===== config.mk =====
export PLATFORM = sky130hd
export DESIGN_NAME = axil_c2p_cmd_bridge_flat
export DESIGN_NICKNAME = d
export VERILOG_FILES = /design/src/rtl/axil_c2p_cmd_bridge_if.sv /design/src/rtl/axil_c2p_cmd_bridge.sv /design/src/flat_wrapper.sv
export SDC_FILE = /design/constraint.sdc
export NUM_CORES = 2
export LEC_CHECK = 0
export ABC_AREA = 1
export ABC_CLOCK_PERIOD_IN_PS = 8050
export BUFFER_PORTS_ARGS = -buffer_cell sky130_fd_sc_hd__buf_2
export CAP_MARGIN = 20
export CORE_AREA = 2 2 465 467
export CTS_CLUSTER_SIZE = 10
export DETAILED_ROUTE_END_ITERATION = 8
export DIE_AREA = 0 0 467 469
export MAX_ROUTING_LAYER = met4
export SETUP_SLACK_MARGIN = 0.1
export SLEW_MARGIN = 5
export SYNTH_ARGS = -nofsm -noshare
export SYNTH_HDL_FRONTEND = slang
export SYNTH_SLANG_ARGS = --single-unit

===== constraint.sdc =====
create_clock -name aclk -period 8.05 [get_ports aclk]
set_input_delay 1.61 -clock aclk [delete_from_list [all_inputs] [get_ports aclk]]
set_output_delay 1.61 -clock aclk [all_outputs]
set_load 0.02 [all_outputs]

===== src/rtl/axil_c2p_cmd_bridge_if.sv =====
// rtl/axil_c2p_cmd_bridge_if.sv - AXI4-Lite slave bus plus per-channel output streams
interface axil_c2p_cmd_bridge_if #(
    parameter int NUM_CH = 4,
    parameter int DATA_W = 32,
    parameter int ADDR_W = 8
);
    logic [ADDR_W-1:0]        s_awaddr;
    logic                     s_awvalid;
    logic                     s_awready;
    logic [31:0]              s_wdata;
    logic                     s_wvalid;
    logic                     s_wready;
    logic [1:0]               s_bresp;
    logic                     s_bvalid;
    logic                     s_bready;
    logic [ADDR_W-1:0]        s_araddr;
    logic                     s_arvalid;
    logic                     s_arready;
    logic [31:0]              s_rdata;
    logic [1:0]               s_rresp;
    logic                     s_rvalid;
    logic                     s_rready;
    logic [NUM_CH*DATA_W-1:0] m_tdata;
    logic [NUM_CH-1:0]        m_tvalid;
    logic [NUM_CH-1:0]        m_tlast;
    logic [NUM_CH-1:0]        m_tready;

    modport slave (
        input  s_awaddr, s_awvalid, s_wdata, s_wvalid, s_bready,
        input  s_araddr, s_arvalid, s_rready, m_tready,
        output s_awready, s_wready, s_bresp, s_bvalid,
        output s_arready, s_rdata, s_rresp, s_rvalid,
        output m_tdata, m_tvalid, m_tlast
    );

    modport master (
        output s_awaddr, s_awvalid, s_wdata, s_wvalid, s_bready,
        output s_araddr, s_arvalid, s_rready, m_tready,
        input  s_awready, s_wready, s_bresp, s_bvalid,
        input  s_arready, s_rdata, s_rresp, s_rvalid,
        input  m_tdata, m_tvalid, m_tlast
    );
endinterface


===== src/rtl/axil_c2p_cmd_bridge.sv =====
// rtl/axil_c2p_cmd_bridge.sv - AXI4-Lite buffered multi-channel command/stream bridge
module axil_c2p_cmd_bridge #(
    parameter int NUM_CH = 4,
    parameter int DEPTH  = 16,
    parameter int DATA_W = 32,
    parameter int ADDR_W = 8
) (
    input  logic                 aclk,
    input  logic                 reset,
    axil_c2p_cmd_bridge_if.slave bus
);
    localparam int PW  = $clog2(DEPTH);
    localparam int LW  = PW + 1;
    localparam int CHW = ADDR_W - 4;

    localparam logic [1:0] RESP_OKAY   = 2'b00;
    localparam logic [1:0] RESP_SLVERR = 2'b10;
    localparam logic [1:0] RESP_DECERR = 2'b11;

    typedef enum logic {W_IDLE, W_RESP} w_state_t;
    typedef enum logic {R_IDLE, R_DATA} r_state_t;

    w_state_t          w_state_q;
    r_state_t          r_state_q;
    logic              bvalid_q;
    logic [1:0]        bresp_q;
    logic              rvalid_q;
    logic [1:0]        rresp_q;
    logic [31:0]       rdata_q;
    logic [1:0]        bresp_d;
    logic [1:0]        rresp_d;
    logic [31:0]       rdata_d;

    logic [DATA_W-1:0] mem_q   [NUM_CH][DEPTH];
    logic [PW-1:0]     wptr_q  [NUM_CH];
    logic [PW-1:0]     rptr_q  [NUM_CH];
    logic [LW-1:0]     level_q [NUM_CH];
    logic [LW-1:0]     rem_q   [NUM_CH];
    logic [31:0]       count_q [NUM_CH];
    logic [NUM_CH-1:0] drain_q;
    logic [NUM_CH-1:0] full;
    logic [NUM_CH-1:0] empty;
    logic [NUM_CH-1:0] hit;

    logic [CHW-1:0]    w_ch;
    logic [3:0]        w_off;
    logic [CHW-1:0]    r_ch;
    logic [3:0]        r_off;
    logic              w_acc;
    logic              r_acc;

    assign w_ch  = bus.s_awaddr[ADDR_W-1:4];
    assign w_off = bus.s_awaddr[3:0];
    assign r_ch  = bus.s_araddr[ADDR_W-1:4];
    assign r_off = bus.s_araddr[3:0];

    // Address and data are only taken together, so a write is a single-cycle event
    assign w_acc         = !reset && (w_state_q == W_IDLE) && bus.s_awvalid && bus.s_wvalid;
    assign r_acc         = !reset && (r_state_q == R_IDLE);
    assign bus.s_awready = w_acc;
    assign bus.s_wready  = w_acc;
    assign bus.s_bvalid  = bvalid_q;
    assign bus.s_bresp   = bresp_q;
    assign bus.s_arready = r_acc;
    assign bus.s_rvalid  = rvalid_q;
    assign bus.s_rresp   = rresp_q;
    assign bus.s_rdata   = rdata_q;

    // Per-channel flags and write-target decode
    always_comb begin
        full  = '0;
        empty = '0;
        hit   = '0;
        for (int c = 0; c < NUM_CH; c++) begin
            full[c]  = (level_q[c] == LW'(DEPTH));
            empty[c] = (level_q[c] == '0);
            hit[c]   = w_acc && (w_ch == CHW'(c));
        end
    end

    // Write response: unmatched channel is DECERR, busy/full targets reject
    always_comb begin
        bresp_d = RESP_DECERR;
        for (int c = 0; c < NUM_CH; c++) begin
            if (w_ch == CHW'(c)) begin
                bresp_d = RESP_OKAY;
                case (w_off)
                    4'h0:    if (full[c] || drain_q[c]) bresp_d = RESP_SLVERR;
                    4'h4:    if (drain_q[c]) bresp_d = RESP_SLVERR;
                    default: ;
                endcase
            end
        end
    end

    // Read data mux: STATUS and COUNT per channel, everything else reads zero
    always_comb begin
        rdata_d = '0;
        rresp_d = RESP_DECERR;
        for (int c = 0; c < NUM_CH; c++) begin
            if (r_ch == CHW'(c)) begin
                rresp_d = RESP_OKAY;
                case (r_off)
                    4'h8:    rdata_d = {13'd0, drain_q[c], empty[c], full[c], 16'(level_q[c])};
                    4'hC:    rdata_d = count_q[c];
                    default: rdata_d = '0;
                endcase
            end
        end
    end

    // Stream outputs come straight from drain state and FIFO head so they cannot retract
    always_comb begin
        bus.m_tdata  = '0;
        bus.m_tvalid = '0;
        bus.m_tlast  = '0;
        for (int c = 0; c < NUM_CH; c++) begin
            bus.m_tvalid[c] = drain_q[c];
            bus.m_tlast[c]  = drain_q[c] && (rem_q[c] == LW'(1));
            bus.m_tdata[c*DATA_W +: DATA_W] = drain_q[c] ? mem_q[c][rptr_q[c]] : '0;
        end
    end

    // Write FSM: accept, then hold the response until the master takes it
    always_ff @(posedge aclk) begin
        if (reset) begin
            w_state_q <= W_IDLE;
            bvalid_q  <= 1'b0;
            bresp_q   <= RESP_OKAY;
        end else begin
            case (w_state_q)
                W_IDLE: if (w_acc) begin
                    w_state_q <= W_RESP;
                    bvalid_q  <= 1'b1;
                    bresp_q   <= bresp_d;
                end
                W_RESP: if (bus.s_bready) begin
                    w_state_q <= W_IDLE;
                    bvalid_q  <= 1'b0;
                end
                default: w_state_q <= W_IDLE;
            endcase
        end
    end

    // Read FSM: data is captured at accept and held until the master takes it
    always_ff @(posedge aclk) begin
        if (reset) begin
            r_state_q <= R_IDLE;
            rvalid_q  <= 1'b0;
            rresp_q   <= RESP_OKAY;
            rdata_q   <= '0;
        end else begin
            case (r_state_q)
                R_IDLE: if (bus.s_arvalid) begin
                    r_state_q <= R_DATA;
                    rvalid_q  <= 1'b1;
                    rresp_q   <= rresp_d;
                    rdata_q   <= rdata_d;
                end
                R_DATA: if (bus.s_rready) begin
                    r_state_q <= R_IDLE;
                    rvalid_q  <= 1'b0;
                end
                default: r_state_q <= R_IDLE;
            endcase
        end
    end

    // Channel FSMs: IDLE takes pushes/commands, DRAIN pops the latched burst and ignores writes
    always_ff @(posedge aclk) begin
        for (int c = 0; c < NUM_CH; c++) begin
            if (reset) begin
                wptr_q[c]  <= '0;
                rptr_q[c]  <= '0;
                level_q[c] <= '0;
                rem_q[c]   <= '0;
                count_q[c] <= '0;
                drain_q[c] <= 1'b0;
            end else if (drain_q[c]) begin
                if (bus.m_tready[c]) begin
                    rptr_q[c]  <= rptr_q[c] + 1'b1;
                    level_q[c] <= level_q[c] - 1'b1;
                    rem_q[c]   <= rem_q[c] - 1'b1;
                    count_q[c] <= count_q[c] + 32'd1;
                    if (rem_q[c] == LW'(1)) drain_q[c] <= 1'b0;
                end
            end else if (hit[c]) begin
                case (w_off)
                    4'h0: if (!full[c]) begin
                        mem_q[c][wptr_q[c]] <= bus.s_wdata[DATA_W-1:0];
                        wptr_q[c]           <= wptr_q[c] + 1'b1;
                        level_q[c]          <= level_q[c] + 1'b1;
                    end
                    4'h4: if (bus.s_wdata[1]) begin
                        wptr_q[c]  <= '0;
                        rptr_q[c]  <= '0;
                        level_q[c] <= '0;
                    end else if (bus.s_wdata[0] && !empty[c]) begin
                        drain_q[c] <= 1'b1;
                        rem_q[c]   <= level_q[c];
                    end
                    default: ;
                endcase
            end
        end
    end
endmodule


===== src/flat_wrapper.sv =====
// flat-port wrapper written by rule: the top's interface ports become plain ports
module axil_c2p_cmd_bridge_flat 
#(
    parameter int NUM_CH = 4,
    parameter int DEPTH  = 16,
    parameter int DATA_W = 32,
    parameter int ADDR_W = 8
)
  (aclk, reset, bus_s_awaddr, bus_s_awvalid, bus_s_wdata, bus_s_wvalid, bus_s_bready, bus_s_araddr, bus_s_arvalid, bus_s_rready, bus_m_tready, bus_s_awready, bus_s_wready, bus_s_bresp, bus_s_bvalid, bus_s_arready, bus_s_rdata, bus_s_rresp, bus_s_rvalid, bus_m_tdata, bus_m_tvalid, bus_m_tlast);
  axil_c2p_cmd_bridge_if #(.NUM_CH(NUM_CH), .DATA_W(DATA_W), .ADDR_W(ADDR_W)) bus_i ();
  input  logic aclk;
  input  logic reset;
  input wire logic [$bits(bus_i.s_awaddr)-1:0] bus_s_awaddr;
  input wire logic [$bits(bus_i.s_awvalid)-1:0] bus_s_awvalid;
  input wire logic [$bits(bus_i.s_wdata)-1:0] bus_s_wdata;
  input wire logic [$bits(bus_i.s_wvalid)-1:0] bus_s_wvalid;
  input wire logic [$bits(bus_i.s_bready)-1:0] bus_s_bready;
  input wire logic [$bits(bus_i.s_araddr)-1:0] bus_s_araddr;
  input wire logic [$bits(bus_i.s_arvalid)-1:0] bus_s_arvalid;
  input wire logic [$bits(bus_i.s_rready)-1:0] bus_s_rready;
  input wire logic [$bits(bus_i.m_tready)-1:0] bus_m_tready;
  output wire logic [$bits(bus_i.s_awready)-1:0] bus_s_awready;
  output wire logic [$bits(bus_i.s_wready)-1:0] bus_s_wready;
  output wire logic [$bits(bus_i.s_bresp)-1:0] bus_s_bresp;
  output wire logic [$bits(bus_i.s_bvalid)-1:0] bus_s_bvalid;
  output wire logic [$bits(bus_i.s_arready)-1:0] bus_s_arready;
  output wire logic [$bits(bus_i.s_rdata)-1:0] bus_s_rdata;
  output wire logic [$bits(bus_i.s_rresp)-1:0] bus_s_rresp;
  output wire logic [$bits(bus_i.s_rvalid)-1:0] bus_s_rvalid;
  output wire logic [$bits(bus_i.m_tdata)-1:0] bus_m_tdata;
  output wire logic [$bits(bus_i.m_tvalid)-1:0] bus_m_tvalid;
  output wire logic [$bits(bus_i.m_tlast)-1:0] bus_m_tlast;
  assign bus_i.s_awaddr = bus_s_awaddr;
  assign bus_i.s_awvalid = bus_s_awvalid;
  assign bus_i.s_wdata = bus_s_wdata;
  assign bus_i.s_wvalid = bus_s_wvalid;
  assign bus_i.s_bready = bus_s_bready;
  assign bus_i.s_araddr = bus_s_araddr;
  assign bus_i.s_arvalid = bus_s_arvalid;
  assign bus_i.s_rready = bus_s_rready;
  assign bus_i.m_tready = bus_m_tready;
  assign bus_s_awready = bus_i.s_awready;
  assign bus_s_wready = bus_i.s_wready;
  assign bus_s_bresp = bus_i.s_bresp;
  assign bus_s_bvalid = bus_i.s_bvalid;
  assign bus_s_arready = bus_i.s_arready;
  assign bus_s_rdata = bus_i.s_rdata;
  assign bus_s_rresp = bus_i.s_rresp;
  assign bus_s_rvalid = bus_i.s_rvalid;
  assign bus_m_tdata = bus_i.m_tdata;
  assign bus_m_tvalid = bus_i.m_tvalid;
  assign bus_m_tlast = bus_i.m_tlast;
  axil_c2p_cmd_bridge #(.NUM_CH(NUM_CH), .DEPTH(DEPTH), .DATA_W(DATA_W), .ADDR_W(ADDR_W)) u_core (.aclk(aclk), .reset(reset), .bus(bus_i));
endmodule

==> results_dict.tcl <==
set metrics [dict create \
    setup_viol 0 \
    synth_nets 8105 \
    maxSlewViolCount 0 \
    syn-cell-area_um2 95800 \
    final_cell_mix "2,248 x edfxtp_1, 1,773 x nor2_1, 899 x o21ai_0, 516 x o211ai_1, 445 x nand2_1" \
    yosysWarningCount 0 \
    syn_to_final_growth_pct 13.0 \
    synthMuxAreaShare_pct 0.0209 \
    synth-edff-count 2248 \
    fin_util_pct 50.6 \
    grt_max_degree 187 \
    clockPowerShare_pct 43.8 \
    cp_slowest_stage_delay_ns 0.80 \
    track_usage_pct 26.4 \
    async_flop_share_pct 0 \
    place_inst 10700 \
    die-area_um2 219000 \
    cts_setup_buffers 0 \
    grt_overflow 0 \
    post_drt_wl_per_cell_um 25.8 \
    p_total_w 0.0253 \
    grt_pass1_vias 61300 \
    die_height_um 469 \
    root_buffer "clkbuf_16" \
    synth-xor-area-share_pct 0.439 \
    reg2reg_setup_slack_ns 4.16 \
    synth-simple-area-share_pct 11.9 \
    hold_viol 0 \
    slew_headroom_pct 23.1 \
    path_delay_family "buffers and inverters" \
    status "finished clean" \
    numCtsBuffers 286 \
    combPwrFrac_pct 4.2 \
    dpl-instance-area_um2 100000 \
    rsz0062_at_grt "no" \
    post-route-drc-count 0 \
    p_sw_share_pct 21.5 \
    grt_pass1_wl_um 414000 \
    initial_core_util_pct 44.8 \
    total_leakage_power_nw 35.3 \
    num_rows 170 \
    antenna_found_initial 10 \
    timing.max_cap.violations 0 \
    die_w_um 467 \
    worst-path-buf-inv 4 \
    vdd_drop_max_mv 0.255 \
    netlist_top_cells_area "edfxtp_1 70%, nor2_1 7.2%, o21ai_0 4.7%" \
    ys_ff_latch 2291 \
    ys_seq_area_share_pct 71.4 \
    drive_above_1_share_pct 9.82 \
    cp_slowest_cell "buf_4" \
    power_frac_seq_pct 52.0 \
    p_int_w 0.0199 \
    synthFlopType "edfxtp_1" \
    r2r-start "u_core.bus.m_tvalid[2]" \
    clkLatencyLatePin_ns 0.92 \
    synth_adder_area_share_pct 0.596 \
    syn_inst 8001 \
    skew_ns 0.0658 \
    fillers 18500 \
    via_per_inst 5.85 \
    cts_tree "done" \
    gp_congestion 0.915 \
    design_area_um2 108000 \
    dr.pass1.iters 6 \
    layout_commonest_cell "edfxtp_1" \
    portBuffers 235 \
    fin_nets 8306 \
    max_freq_mhz 161 \
    path_cells "buf_12 -> inv_6 -> buf_4 -> o21ai_0 -> o211ai_1 -> nand3_1 -> a21oi_1 -> buf_2" \
    path_class "reg2out" \
    worstHoldStart "u_core.bus.s_rdata[31]" \
    ctsHtreeMaxLevel 5 \
    clockBufferDepth 4 \
    vias 65000 \
    cp-start-kind "register" \
    worstPathMaxFanout 156 \
    arrival_ns 4.61 \
    crit_required_ns 6.44 \
    tritoncts_num_sinks 2291 \
    synth_top_area_share_pct 70.5 \
    cts_resized 0 \
    instances_no_fill 11100 \
    post-route-period-util_pct 77.3 \
    cp-startpoint "u_core.rptr_q[0][0]" \
    yosysTopAreaCell "edfxtp_1" \
    period_needed_ns 6.22 \
    setup.worst_path.end_class "primary output" \
    drt_iter0_drc 7461 \
    synth_area_per_cell_um2 12.0 \
    tns_ns 0 \
    coreArea_um2 214000 \
    dpl.hpwl_um 166000 \
    synth_cell_types 44 \
    power.density_nw_per_um2 234 \
    synth_compound_area_share_pct 12.0 \
    totalWireLength_um 286000 \
    postCtsHoldBufs 0 \
    cts.reportedPaths.clkPinSlew_ns 0.05 \
    switching_power_w 0.00544 \
    postRouteAntennaNets 0 \
    hold_path.class "reg2reg" \
    worst_pin_slew_ns 1.15 \
    synth_top_family_by_area "compound AO/OA/AOI/OAI gates" \
    ios 236 \
]
==> worst register-to-register path, cell delays in order, from the launching register on <==
cell and delay (ns):
dfxtp_1 0.37, inv_2 0.72, nand2_1 0.27, nor3_4 0.69, inv_1 0.52, fa_1 0.54, nand3_1 0.10, nand2_1 0.07
xor2_1 0.15, xnor2_1 0.16, nor2_1 0.05
==> kinds of logic after synthesis <==
group,Yosys count
muxes,2
AOI/OAI and AO/OA,2016
and+or+nand+nor,2823
xor gates and xnor gates,48
adders and majority gates,45
DFF,2291
buffers and inverters,776
==> path summary, 6_finish.rpt <==
path         depth (start not counted)                      to
max                                  8         bus_m_tdata[28]
min                                  2  u_core.bus.s_rdata[31]
max reg2reg                         10    u_core.level_q[2][4]
min reg2reg                          2  u_core.bus.s_rdata[31]
==> power by group through the flow <==
stage | registers (W) | logic [W] | clock network [W]
global placement | 0.0134 | 0.00104 | 0
floorplan | 0.0134 | 0.000531 | 0
global route | 0.0132 | 0.00115 | 0.0117
detailed placement | 0.0134 | 0.00105 | 0
finish | 0.0132 | 0.00106 | 0.0111
CTS | 0.0132 | 0.00106 | 0.0112
==> metrics by stage <==
step                      worst slack, ns  hold slack, ns
after global placement               2.99           0.451
final                                1.83           0.463
after floorplan                      3.62           0.465
after detailed placement             2.97           0.452
after CTS                            1.98           0.460
after global routing                 1.64           0.481
==> cell usage after synthesis (4+ instances only) <==
library cell	instances
buf_6	47
nand3b_1	5
ha_1	44
buf_2	83
xnor2_1	23
clkinv_1	4
nor3b_1	5
o211ai_1	516
or2_2	5
nor2_2	8
o21ai_1	217
nand4_1	37
inv_2	18
o21ai_0	899
buf_8	4
inv_1	276
buf_4	22
nor2_1	1838
edfxtp_1	2248
a31oi_1	6
buf_1	67
o22ai_1	48
o221ai_1	9
clkbuf_1	255
xor2_1	25
nor3_1	51
nand3_1	417
dfxtp_1	43
nand2_1	445
a21oi_1	315
==> layer usage <==
metal,global-route usage (%),share of wire (%),vias up
li1,-,-,29400
met1,35.5,42,32400
met2,40.3,47,2739
met3,4.67,7.9,496
met4,9.36,3.6,0
met5,-,0,-
==> sequential cells by signal, indices dropped and copies added, names as in the netlist <==
name / cells
u_core.r_state_q: 1
u_core.w_state_q: 1
u_core.mem_q: 2048
u_core.bus.s_bresp: 2
u_core.rem_q: 20
u_core.bus.s_rresp: 1
u_core.wptr_q: 16
u_core.count_q: 128
u_core.bus.s_rvalid: 1
u_core.bus.s_rdata: 32
u_core.bus.s_bvalid: 1
u_core.rptr_q: 16
u_core.level_q: 20
u_core.bus.m_tvalid: 4
==> cell type report <==
class                   instances  area [um^2]  share of cell area, %
inverters                     298         1140                   1.05
repair buffers                391         3080                   2.85
multi-input cells            4934        24400                   22.6
clock inverters                19          186                  0.172
diodes                          9         22.5                 0.0208
well taps                    2838         3550                   3.28
clock buffers                 323         7460                   6.90
flip-flops and latches       2291        68400                   63.2
Note: power is estimated with default switching activity, not from simulation.
